`config.mk`:
```
export PLATFORM = sky130hd
export DESIGN_NAME = mem_port_arbiter
export DESIGN_NICKNAME = d
export VERILOG_FILES = /design/src/rtl/mem_port_arbiter.sv
export SDC_FILE = /design/constraint.sdc
export NUM_CORES = 1
export LEC_CHECK = 0
export CORE_AREA = 2 2 189 191
export DETAILED_ROUTE_END_ITERATION = 7
export DIE_AREA = 0 0 191 193
export PLACE_DENSITY = 0.59
export SETUP_SLACK_MARGIN = 0.3
export SYNTH_ARGS = -nofsm -noshare
export SYNTH_HDL_FRONTEND = slang
export SYNTH_SLANG_ARGS = --single-unit
```
`constraint.sdc`:
```
create_clock -name clk -period 8.8 [get_ports clk]
set_input_delay 0.88 -clock clk [delete_from_list [all_inputs] [get_ports clk]]
set_output_delay 0.88 -clock clk [all_outputs]
set_load 0.01 [all_outputs]
```
`src/rtl/mem_port_arbiter.sv`:
```
`default_nettype none
// ============================================================================
// mem_port_arbiter: single-ported memory shared by instruction fetch and data
// access; data has priority, with fetch starvation bounded by STARVE_MAX.
// Revision: 1.0
// ============================================================================
module mem_port_arbiter #(
  parameter int AW         = 64,
  parameter int DW         = 64,
  parameter int STARVE_MAX = 4
) (
  input  logic          clk,
  input  logic          rst,
  input  logic          i_req,
  input  logic [AW-1:0] i_addr,
  input  logic          i_kill,
  output logic          i_ack,
  output logic [31:0]   i_rdata,
  output logic          i_stall,
  input  logic          d_req,
  input  logic          d_we,
  input  logic [AW-1:0] d_addr,
  input  logic [DW-1:0] d_wdata,
  output logic          d_ack,
  output logic [DW-1:0] d_rdata,
  output logic          d_stall,
  output logic          mem_req,
  output logic          mem_we,
  output logic [AW-1:0] mem_addr,
  output logic [DW-1:0] mem_wdata,
  input  logic [DW-1:0] mem_rdata,
  input  logic          mem_ready
);

  typedef enum logic [1:0] {
    IDLE  = 2'd0,
    IBUSY = 2'd1,
    DBUSY = 2'd2
  } state_t;

  localparam logic [3:0] STREAK_MAX = 4'(STARVE_MAX);

  state_t     state;
  state_t     state_next;
  logic [3:0] streak;
  logic       kill_pend;
  logic       i_elig;
  logic       d_elig;
  logic       i_grant;
  logic       d_grant;
  logic       i_done;
  logic       d_done;

  // A port in its ack cycle is not eligible, so it cannot be re-granted at once.
  assign i_elig  = i_req & ~i_ack;
  assign d_elig  = d_req & ~d_ack;
  assign i_stall = i_req & ~i_ack;
  assign d_stall = d_req & ~d_ack;
  assign mem_req = (state != IDLE);

  always_ff @(posedge clk or posedge rst) begin
    if (rst) begin
      state <= IDLE;
    end else begin
      state <= state_next;
    end
  end

  always_comb begin
    state_next = state;
    i_grant    = 1'b0;
    d_grant    = 1'b0;
    i_done     = 1'b0;
    d_done     = 1'b0;
    case (state)
      IDLE: begin
        if (d_elig && (!i_elig || (streak < STREAK_MAX))) begin
          d_grant    = 1'b1;
          state_next = DBUSY;
        end else if (i_elig) begin
          i_grant    = 1'b1;
          state_next = IBUSY;
        end
      end
      IBUSY: begin
        if (mem_ready) begin
          i_done     = 1'b1;
          state_next = IDLE;
        end
      end
      DBUSY: begin
        if (mem_ready) begin
          d_done     = 1'b1;
          state_next = IDLE;
        end
      end
      default: state_next = IDLE;
    endcase
  end

  always_ff @(posedge clk or posedge rst) begin
    if (rst) begin
      streak    <= '0;
      kill_pend <= 1'b0;
      mem_addr  <= '0;
      mem_we    <= 1'b0;
      mem_wdata <= '0;
      i_ack     <= 1'b0;
      d_ack     <= 1'b0;
      i_rdata   <= '0;
      d_rdata   <= '0;
    end else begin
      i_ack <= 1'b0;
      d_ack <= 1'b0;

      if (d_grant) begin
        mem_addr  <= d_addr;
        mem_we    <= d_we;
        mem_wdata <= d_wdata;
        if (i_elig) begin
          streak <= (streak < STREAK_MAX) ? streak + 4'd1 : STREAK_MAX;
        end else begin
          streak <= '0;
        end
      end

      if (i_grant) begin
        mem_addr  <= i_addr;
        mem_we    <= 1'b0;
        kill_pend <= i_kill;
        streak    <= '0;
      end

      // A squash arriving in the completion cycle still suppresses the ack.
      if (state == IBUSY) begin
        if (i_done) begin
          kill_pend <= 1'b0;
          if (!(kill_pend | i_kill)) begin
            i_ack   <= 1'b1;
            i_rdata <= mem_rdata[31:0];
          end
        end else if (i_kill) begin
          kill_pend <= 1'b1;
        end
      end

      if (d_done) begin
        d_ack <= 1'b1;
        if (!mem_we) begin
          d_rdata <= mem_rdata;
        end
      end
    end
  end

endmodule
`default_nettype wire

```
### After elaboration in Yosys (flattened, before gate mapping)

Index checks and enable logic that the tools add are counted.

| word-level totals | value |
|---|---|
| flip-flop bits (word level) | 234 |
| input bits | 263 |
| output and inout bits | 230 |

| cells by class | value |
|---|---|
| $add $sub $neg | 1 |
| order comparisons | 1 |
| equal/unequal tests | 4 |
| muxes and demuxes | 28 |
| bitwise operators | 7 |
| reductions and logical operators | 10 |

Operators by type and width:

| cell | count |
|---|---|
| 64-bit two-way mux | 2 |
| 1-bit two-way mux | 18 |
| 4-bit two-way mux | 4 |
| 2-bit two-way mux | 3 |
| 4-bit by 1-bit adder with 4-bit output (second input constant) | 1 |
| 4-bit by 3-bit < comparator with 1-bit output (second input constant) | 1 |
| 1-bit NOT | 4 |
| 2-bit case mux with 2 select lines | 1 |
| 2-bit AND reduction | 2 |
| 2-bit nonzero test | 2 |
| 3-bit inequality test (second input constant) | 1 |
| 3-bit AND reduction | 1 |
| 1-bit AND | 2 |
| 2-bit by 1-bit equality test with 1-bit output (second input constant) | 1 |
| 2-bit equality test (second input constant) | 1 |
| 2-bit logical NOT | 1 |
| 2-bit by 1-bit inequality test with 1-bit output (second input constant) | 1 |
| 2-bit OR reduction | 1 |
| 1-bit logical AND | 1 |
| 1-bit logical NOT | 1 |
| 1-bit logical OR | 1 |
| 1-bit OR | 1 |

### Longest topological paths before layout

Gate-level depths: netlist of the first run.

| depth | value |
|---|---|
| depth after elaboration | 11 |
| gate-level depth with buffers | 7 |
| gate-level depth less buffers | 5 |

### Worst setup path after synthesis of the first run

No wires, ideal clock.

| path | value |
|---|---|
| kind | in2out |
| start point | in i_req |
| end point | out i_stall |
| arrival | 1.448 ns |
| path slack | 6.472 ns |
| cell stages on the path | 3 |
| path buffers | 1 |
| cells stage by stage | nand2b_1 inv_2 buf_1 |

| on the way | value |
|---|---|
| word-level cells in the longest chain between the ends | 1 |

RTL lines:

| what | line | source |
|---|---|---|
| from (decl) | 14 | `input logic i_req,` |
| 1-bit AND | 57 | `assign i_stall = i_req & ~i_ack;` |
| to (decl) | 19 | `output logic i_stall,` |

No other way between the ends.

### Worst setup path in the final report of the first run

| path | value |
|---|---|
| start point | reg state[0] |
| end point | out mem_req |

| on the way | value |
|---|---|
| word-level cells in the longest chain between the ends | 1 |

RTL lines:

| what | line | source |
|---|---|---|
| from (decl) | 43 | `state_t state;` |
| from (signal assigned) | 65 | `state <= state_next;` |
| 2-bit nonzero test | 59 | `assign mem_req = (state != IDLE);` |
| to (decl) | 27 | `output logic mem_req,` |

No other way between the ends.

==> reports/metrics.csv, run 1 <==
stage,metric,value,unit
cts,setup fix buffers added after clock tree synthesis,0,
cts,Clock transition at path regs,60,ps
sta,number of pins exceeding their max-slew limit in the final report,0,
finish,Layout fillers,3277,
drt,TritonRoute pass-1 iters,4,
die,die span in y,193,um
sta,final hold violations,0,
cts,number of buffers created by CTS,27,
die,num ports,493,
synthesis,area share of xor/xnor cells in the synthesized design,0,
synthesis,Async SR Flop Fraction,1.000,
placed_design,I/O Buffers,492,
synthesis,most frequent cell after synthesis,dfrtp_1,
synthesis,count of mapped cells out of synthesis,751,
cts,number of buffers between clock root and the deepest sink,3,
pwr,Static Leakage,0.006657,uW
cts,clock sink total,234,
worst_setup_path,required time at the endpoint of the critical path,7920,ps
global_routing,via count of the first global-routing pass,8015,
cts,"Gates resized, CTS repair",0,
pwr,overall power consumption,5744,uW
synthesis,number of distinct standard cells referenced by the synthesized netlist,33,
die,floorplan core area,34960,um^2
synthesis,dominant cells by area after synthesis,"dfrtp_1 59%, mux2_2 18%, o221ai_2 5.6%, nand4_1 4.0%, inv_1 2.6%",
drt,routed length per placed instance,19.50,um
die,horizontal extent of the die,191,um
synthesis,warnings from Yosys,0,
pwr,worst ir drop on vdd,0.1846,mV
worst_setup_path,arrival time worst endpoint,3160,ps
worst_setup_path,Worst R2R Path Depth,6,
cts,TritonCTS clock tree,built,
synthesis,post-synthesis simple-gate area fraction,0.07371,
worst_setup_path,cell family contributing the most delay on the critical path,buffers and inverters,
placed_design,final RePlAce weighted congestion,0.7655,
worst_setup_path,endpoint of the most critical register-to-register path,mem_wdata[52],
global_routing,overall overflow remaining after global route,0,
worst_setup_path,launching element of the worst setup path,state[0],
synthesis,nets in the synthesized netlist,1018,
worst_setup_path,worst path bufs/invs,4,
drt,post-route ant nets,0,
worst_setup_path,RR Startpoint,state[0],
finish,area taken by multi-input logic gates,3536,um^2
placed_design,HPWL after detailed placement,23.21,mm
synthesis,Yosys top cell area share,0.5897,
worst_setup_path,Most Frequent Cell on Critical Path,inv_1,
drt,Total Routed Length,33.12,mm
worst_setup_path,CP Class,flip-flop to primary output,
drt,routed via count,7877,
cts,Clk Tree Root Cell,clkbuf_16,
cts,number of levels the H-tree was split into,1,
finish,combined flip-flop and latch cell area,5856,um^2
worst_hold_path,min-delay src,mem_wdata[54],
global_routing,global-route wire length before repair,48.73,mm
global_routing,antenna violations before repair,1,
synthesis,synthesis-stage register bit count,234,
outcome,outcome,"complete, no violations",
worst_setup_path,endpoint of the worst setup timing path,mem_req,
sta,RSZ-0062 raised after global routing,false,
sta,number of setup violations in the final report,0,
drt,number of DRC markers after the initial detailed-route iteration,249,
placed_design,placed insts,1652,
finish,area added between synthesis and finish,62.59,%
global_routing,Total Routing Usage GR,0.1703,
sta,final setup TNS,0,ps
synthesis,"Cell Area, Synth",9930,um^2
finish,Antenna diodes,0,
sta,max_slew headroom,0.2769,
worst_setup_path,largest stage delay on the critical path,810,ps
sta,"Min Clock Period, post-route",4041,ps
finish,Total Nets Final,1487,
sta,Worst Hold Margin,497.3,ps
drt,DRC violation count after routing,0,
finish,Finished Layout Cells,1698,
sta,max frequency,247.5,MHz
synthesis,sequential fraction of the synthesis area,0.5897,
worst_setup_path,slack of the worst reg-to-reg path,5300,ps
sta,period utilisation layout,0.4592,
cts,hold_buf cts,0,
sta,transition time at the pin with the least slew margin,1079,ps
pwr,power per standard cell area,355.8,nW/um^2
worst_setup_path,master of the slowest instance on the critical path,buf_4,
synthesis,"Avg Cell Area, Syn",13.22,um^2
worst_setup_path,ordered cell list for the critical path,inv_1 > ha_4 > buf_4 > inv_1 > clkdlybuf4s50_1,
global_routing,pin count of the biggest net entering global routing,115,
synthesis,dominant combinational cell family by area after synthesis,multiplexers,
worst_setup_path,crit path max fanout,90,
die,initial core utilization,0.2840,
die,die area,36860,um^2
synthesis,complex-gate fraction of the synthesized area,0.09136,
finish,proportion of layout cells with a drive suffix above 1,0.2061,
worst_setup_path,Worst Setup End Kind,primary output,
sta,post-route clock skew,10.07,ps
drt,ratio of routed vias to standard cells,4.639,
synthesis,synth cell count leaders,"234 x dfrtp_1, 155 x mux2_2, 70 x inv_1, 68 x nand2_1, 64 x nand4_1",
synthesis,Post-synth EDFFs,0,
worst_hold_path,worst hold-check path type,flip-flop to flip-flop,
worst_setup_path,critical path launch point type,flip-flop,
synthesis,cell type with the largest total area after synthesis,dfrtp_1,
synthesis,mux cell area share after synthesis,0.1815,
die,row cnt,69,
job,max-cap violation count,0,
cts,clock latency of the later-clocked register in the worst-skew pair,530,ps
synthesis,adder-cell share of the synthesized area,0.005040,
synthesis,top_reg_cell synth,dfrtp_1,
worst_setup_path,number of gates on the worst path with buffers counted,5,
finish,end-of-flow core utilization,0.4617,
==> worst min-delay path by stage <==
stage | slack (ps) | end | depth (start not counted)
floorplan | 460 | streak[1] | 1
global placement | 480 | streak[1] | 1
detailed placement | 480 | mem_wdata[54] | 1
CTS | 500 | mem_wdata[54] | 1
global route | 510 | mem_wdata[36] | 1
finish | 500 | mem_wdata[54] | 1
==> layout by cell type (no fill, tap or decap), types with 2 or more instances in the layout <==
cell type / count
clkbuf_8: 7
o221ai_2: 37
and2_1: 2
clkdlybuf4s50_1: 492
ha_1: 3
mux2_2: 155
nand2b_1: 2
clkinv_2: 7
o221ai_1: 27
inv_1: 69
nand2_1: 68
dfrtp_1: 234
clkbuf_16: 27
bufinv_16: 3
buf_4: 9
o2bb2ai_1: 4
nand4_1: 64
mux2_1: 5
nor2b_1: 2
==> flip-flops by register name, indices dropped and copies added (netlist names) <==
name / cells
d_rdata: 64
mem_addr: 64
i_ack: 1
d_ack: 1
mem_wdata: 64
kill_pend: 1
mem_we: 1
i_rdata: 32
streak: 4
state: 2
==> layout make-up <==
type                       count  share of cell area
inverter                      71             0.01697
tap                          461             0.03573
clock inverter                11            0.008293
multi-input combinational    385              0.2190
clock buffer                  35             0.04805
sequential                   234              0.3627
timing repair buffer         501              0.3092
==> metal layers <==
| layer | global-route usage | share of wire | up-vias |
|---|---|---|---|
| met4 | 0.03697 | 0.015 | 2 |
| met5 | 0 | 0.00039 | - |
| met1 | 0.2103 | 0.40 | 3897 |
| met3 | 0.05303 | 0.091 | 35 |
| met2 | 0.2925 | 0.49 | 319 |
| li1 | - | - | 3624 |
==> power breakdown <==
part	internal [uW]	switching [uW]	leakage (uW)	total (uW)
clock network	702	451	0.000458	1150
registers	1610	277	0.00282	1890
logic	1540	1170	0.00338	2700
total	3850	1890	0.00666	5740
==> metrics by stage <==
stage	area [um^2]	worst slack (ps)
floorplan	9930	1502
global placement	15230	4799
detailed placement	15230	4814
CTS	16140	4754
global route	16140	4587
finish	16140	4759
==> logic make-up after synthesis <==
| group | count (synthesis) |
|---|---|
| AO/OA/AOI/OAI | 78 |
| adder cells (fa/ha/maj) | 4 |
| buffers and inverters | 132 |
| flip-flops | 234 |
| multiplexers | 160 |
| AND/OR/NAND/NOR | 143 |
Power figures use the tool's default switching activity.
==> inputs of run 2 (changes only) <==
--- a/config.mk
+++ b/config.mk
@@ -5,9 +5,9 @@
 export SDC_FILE = /design/constraint.sdc
 export NUM_CORES = 1
 export LEC_CHECK = 0
-export CORE_AREA = 2 2 189 191
+export CORE_AREA = 2 2 193 195
 export DETAILED_ROUTE_END_ITERATION = 7
-export DIE_AREA = 0 0 191 193
+export DIE_AREA = 0 0 195 197
 export PLACE_DENSITY = 0.59
 export SETUP_SLACK_MARGIN = 0.3
 export SYNTH_ARGS = -nofsm -noshare
==> constraint.sdc (replaced) <==
create_clock -name clk -period 3.5 [get_ports clk]
set_input_delay 0.35 -clock clk [delete_from_list [all_inputs] [get_ports clk]]
set_output_delay 0.35 -clock clk [all_outputs]
set_load 0.01 [all_outputs]
==> run 2 against run 1 <==
Clock power grew to 2.6 times the previous value. Hold slack got worse by 310 ps. Total power rose to 2.5 times the previous value. Clock-buffer cell count grew 4. Setup slack worse by 3800 ps. Register-to-register slack got worse by 4000 ps. Via count grew 0.98%. Design area rose by 1.2%.
==> reports/metrics.csv, run 2 (synthesis gave the netlist of run 1 again) <==
stage,metric,value,unit,change
finish,proportion of layout cells with a drive suffix above 1,0.2122,,+0.006026
finish,area added between synthesis and finish,64.58,%,
pwr,power per standard cell area,894.5,nW/um^2,+150%
pwr,Static Leakage,0.006736,uW,+1.2%
placed_design,I/O Buffers,492,,unchanged
drt,routed length per placed instance,19.52,um,about the same
drt,ratio of routed vias to standard cells,4.632,,-0.14%
cts,TritonCTS clock tree,built,,
pwr,cell internal pwr,9796,uW,+150%
sta,max_slew headroom,0.4579,,+0.1810
cts,setup fix buffers added after clock tree synthesis,0,,unchanged
cts,Clk Tree Root Cell,clkbuf_16,,
die,row cnt,70,,+1.4%
cts,clock sink total,234,,unchanged
worst_setup_path,critical path launch point type,flip-flop,,
global_routing,pin count of the biggest net entering global routing,99,,-14%
die,initial core utilization,0.2738,,-0.01014
sta,"Min Clock Period, post-route",2577,ps,
sta,RSZ-0062 raised after global routing,false,,
finish,Finished Layout Cells,1717,,+1.1%
drt,Total Routed Length,33.52,mm,+1.2%
placed_design,placed insts,1665,,+0.79%
placed_design,HPWL after detailed placement,24.08,mm,+3.7%
placed_design,placement-stage worst setup slack,984.2,ps,-3830 ps
die,die area,38420,um^2,+4.2%
worst_setup_path,Worst Setup End Kind,primary output,,
cts,number of buffers created by CTS,28,,+3.7%
finish,Total Nets Final,1494,,+0.47%
pwr,part of the total power dissipated in combinational logic,0.471,,about the same
sta,number of pins exceeding their max-slew limit in the final report,0,,unchanged
finish,area taken by multi-input logic gates,3536,um^2,unchanged
cts,clock latency of the later-clocked register in the worst-skew pair,550,ps,+20 ps
global_routing,via count of the first global-routing pass,8541,,+6.6%
finish,Top Registers,"d_rdata (64), mem_addr (64), mem_wdata (64)",,
cts,number of buffers between clock root and the deepest sink,3,,unchanged
worst_setup_path,arrival time worst endpoint,2230,ps,-930 ps
drt,post-route ant nets,0,,unchanged
pwr,Clk pwr share,0.205,,+0.004
cts,"Gates resized, CTS repair",0,,unchanged
global_routing,antenna violations before repair,0,,-1
finish,Antenna diodes,0,,unchanged
finish,combined flip-flop and latch cell area,5856,um^2,unchanged
sta,number of setup violations in the final report,0,,unchanged
sta,final hold violations,0,,unchanged
global_routing,global-route wire length before repair,51.47,mm,+5.6%
global_routing,Total Routing Usage GR,0.1701,,-0.0002585
worst_setup_path,CP Class,flip-flop to primary output,,
worst_hold_path,worst hold-check path type,input port to async pin,,
drt,number of DRC markers after the initial detailed-route iteration,261,,+4.8%
drt,routed via count,7954,,+0.98%
sta,Worst Hold Margin,191.9,ps,-305.4 ps
finish,most frequent cells in the layout,"492 x clkdlybuf4s50_1, 234 x dfrtp_1, 155 x mux2_2",,
pwr,worst ir drop on vdd,0.4922,mV,+170%
drt,TritonRoute pass-1 iters,5,,+1
placed_design,final RePlAce weighted congestion,0.7641,,-0.18%
die,horizontal extent of the die,195,um,+2.1%
cts,number of levels the H-tree was split into,1,,unchanged
sta,post-route clock skew,6.207,ps,-3.861 ps
sta,max frequency,388.1,MHz,
die,floorplan core area,36260,um^2,+3.7%
sta,minimum setup slack in the final design,923.0,ps,-3836 ps
global_routing,overall overflow remaining after global route,0,,unchanged
cts,hold_buf cts,0,,unchanged
finish,"leading cell type in the layout, fill and taps excluded",clkdlybuf4s50_1,,
worst_setup_path,crit path max fanout,40,,-56%
job,max-cap violation count,0,,unchanged
die,die span in y,197,um,+2.1%
drt,DRC violation count after routing,0,,unchanged
sta,period utilisation layout,0.7363,,
sta,transition time at the pin with the least slew margin,813.1,ps,-266.3 ps
outcome,outcome,"complete, no violations",,
pwr,switching part of the total,0.3298,,about the same
pwr,sequential share of power,0.324,,-0.005
worst_setup_path,required time at the endpoint of the critical path,3150,ps,-4770 ps
sta,final setup TNS,0,ps,unchanged
cts,Clock transition at path regs,60,ps,about the same
pwr,switching pwr,4821,uW,+150%
die,num ports,493,,unchanged
finish,Layout fillers,3444,,+5.1%
## run 2: through the flow
stage,util,total power (uW),area [um^2]
global placement,0.4243,11640,15380
floorplan,-,7919,9933
detailed placement,0.4243,11740,15380
global route,0.4507,15450,16340
finish,0.4507,14620,16340
CTS,0.4507,14830,16340
## run 2: power groups by stage
stage                     Combinational [uW]  Clock, uW  Sequential, uW
after floorplan                         2570          0            5350
after global placement                  6930          0            4720
after detailed placement                6970          0            4770
after CTS                               7000       3090            4750
after global routing                    7360       3180            4910
final                                   6880       3000            4740
## run 2: path summary, 6_finish.rpt
kind / from / endpoint / slack (ps) / cells after the start
max reg2reg: state[0] / d_rdata[44] / 1310 / 6
max in group asynchronous: rst / mem_addr[59] / 2380 / 3
min in group clk: d_we / mem_we / 340 / 3
min reg2reg: mem_wdata[55] / mem_wdata[55] / 490 / 1
max: state[0] / mem_req / 920 / 4
min: rst / i_rdata[0] / 190 / 2
## run 2: routing by layer
layer / vias up / routed length, um / global-route usage
met2: 339 / 16410 / 0.2905
met5: - / 0 / 0
met3: 54 / 2943 / 0.05390
li1: 3636 / - / -
met4: 0 / 951 / 0.05598
met1: 3925 / 13210 / 0.2034
## run 2: layout make-up
type                            instances  area share
Tap cell                              468     0.03583
Timing Repair Buffer                  507      0.3144
Clock inverter                         13    0.007580
Inverter                               71     0.01654
Multi-Input combinational cell        385      0.2164
Clock buffer                           39     0.05099
Sequential cell                       234      0.3583
## run 2: worst max-delay path, cell delays in order (launching register included)
cell	delay [ps]
dfrtp_1	400
inv_1	160
ha_4	470
inv_1	120
clkdlybuf4s50_1	540
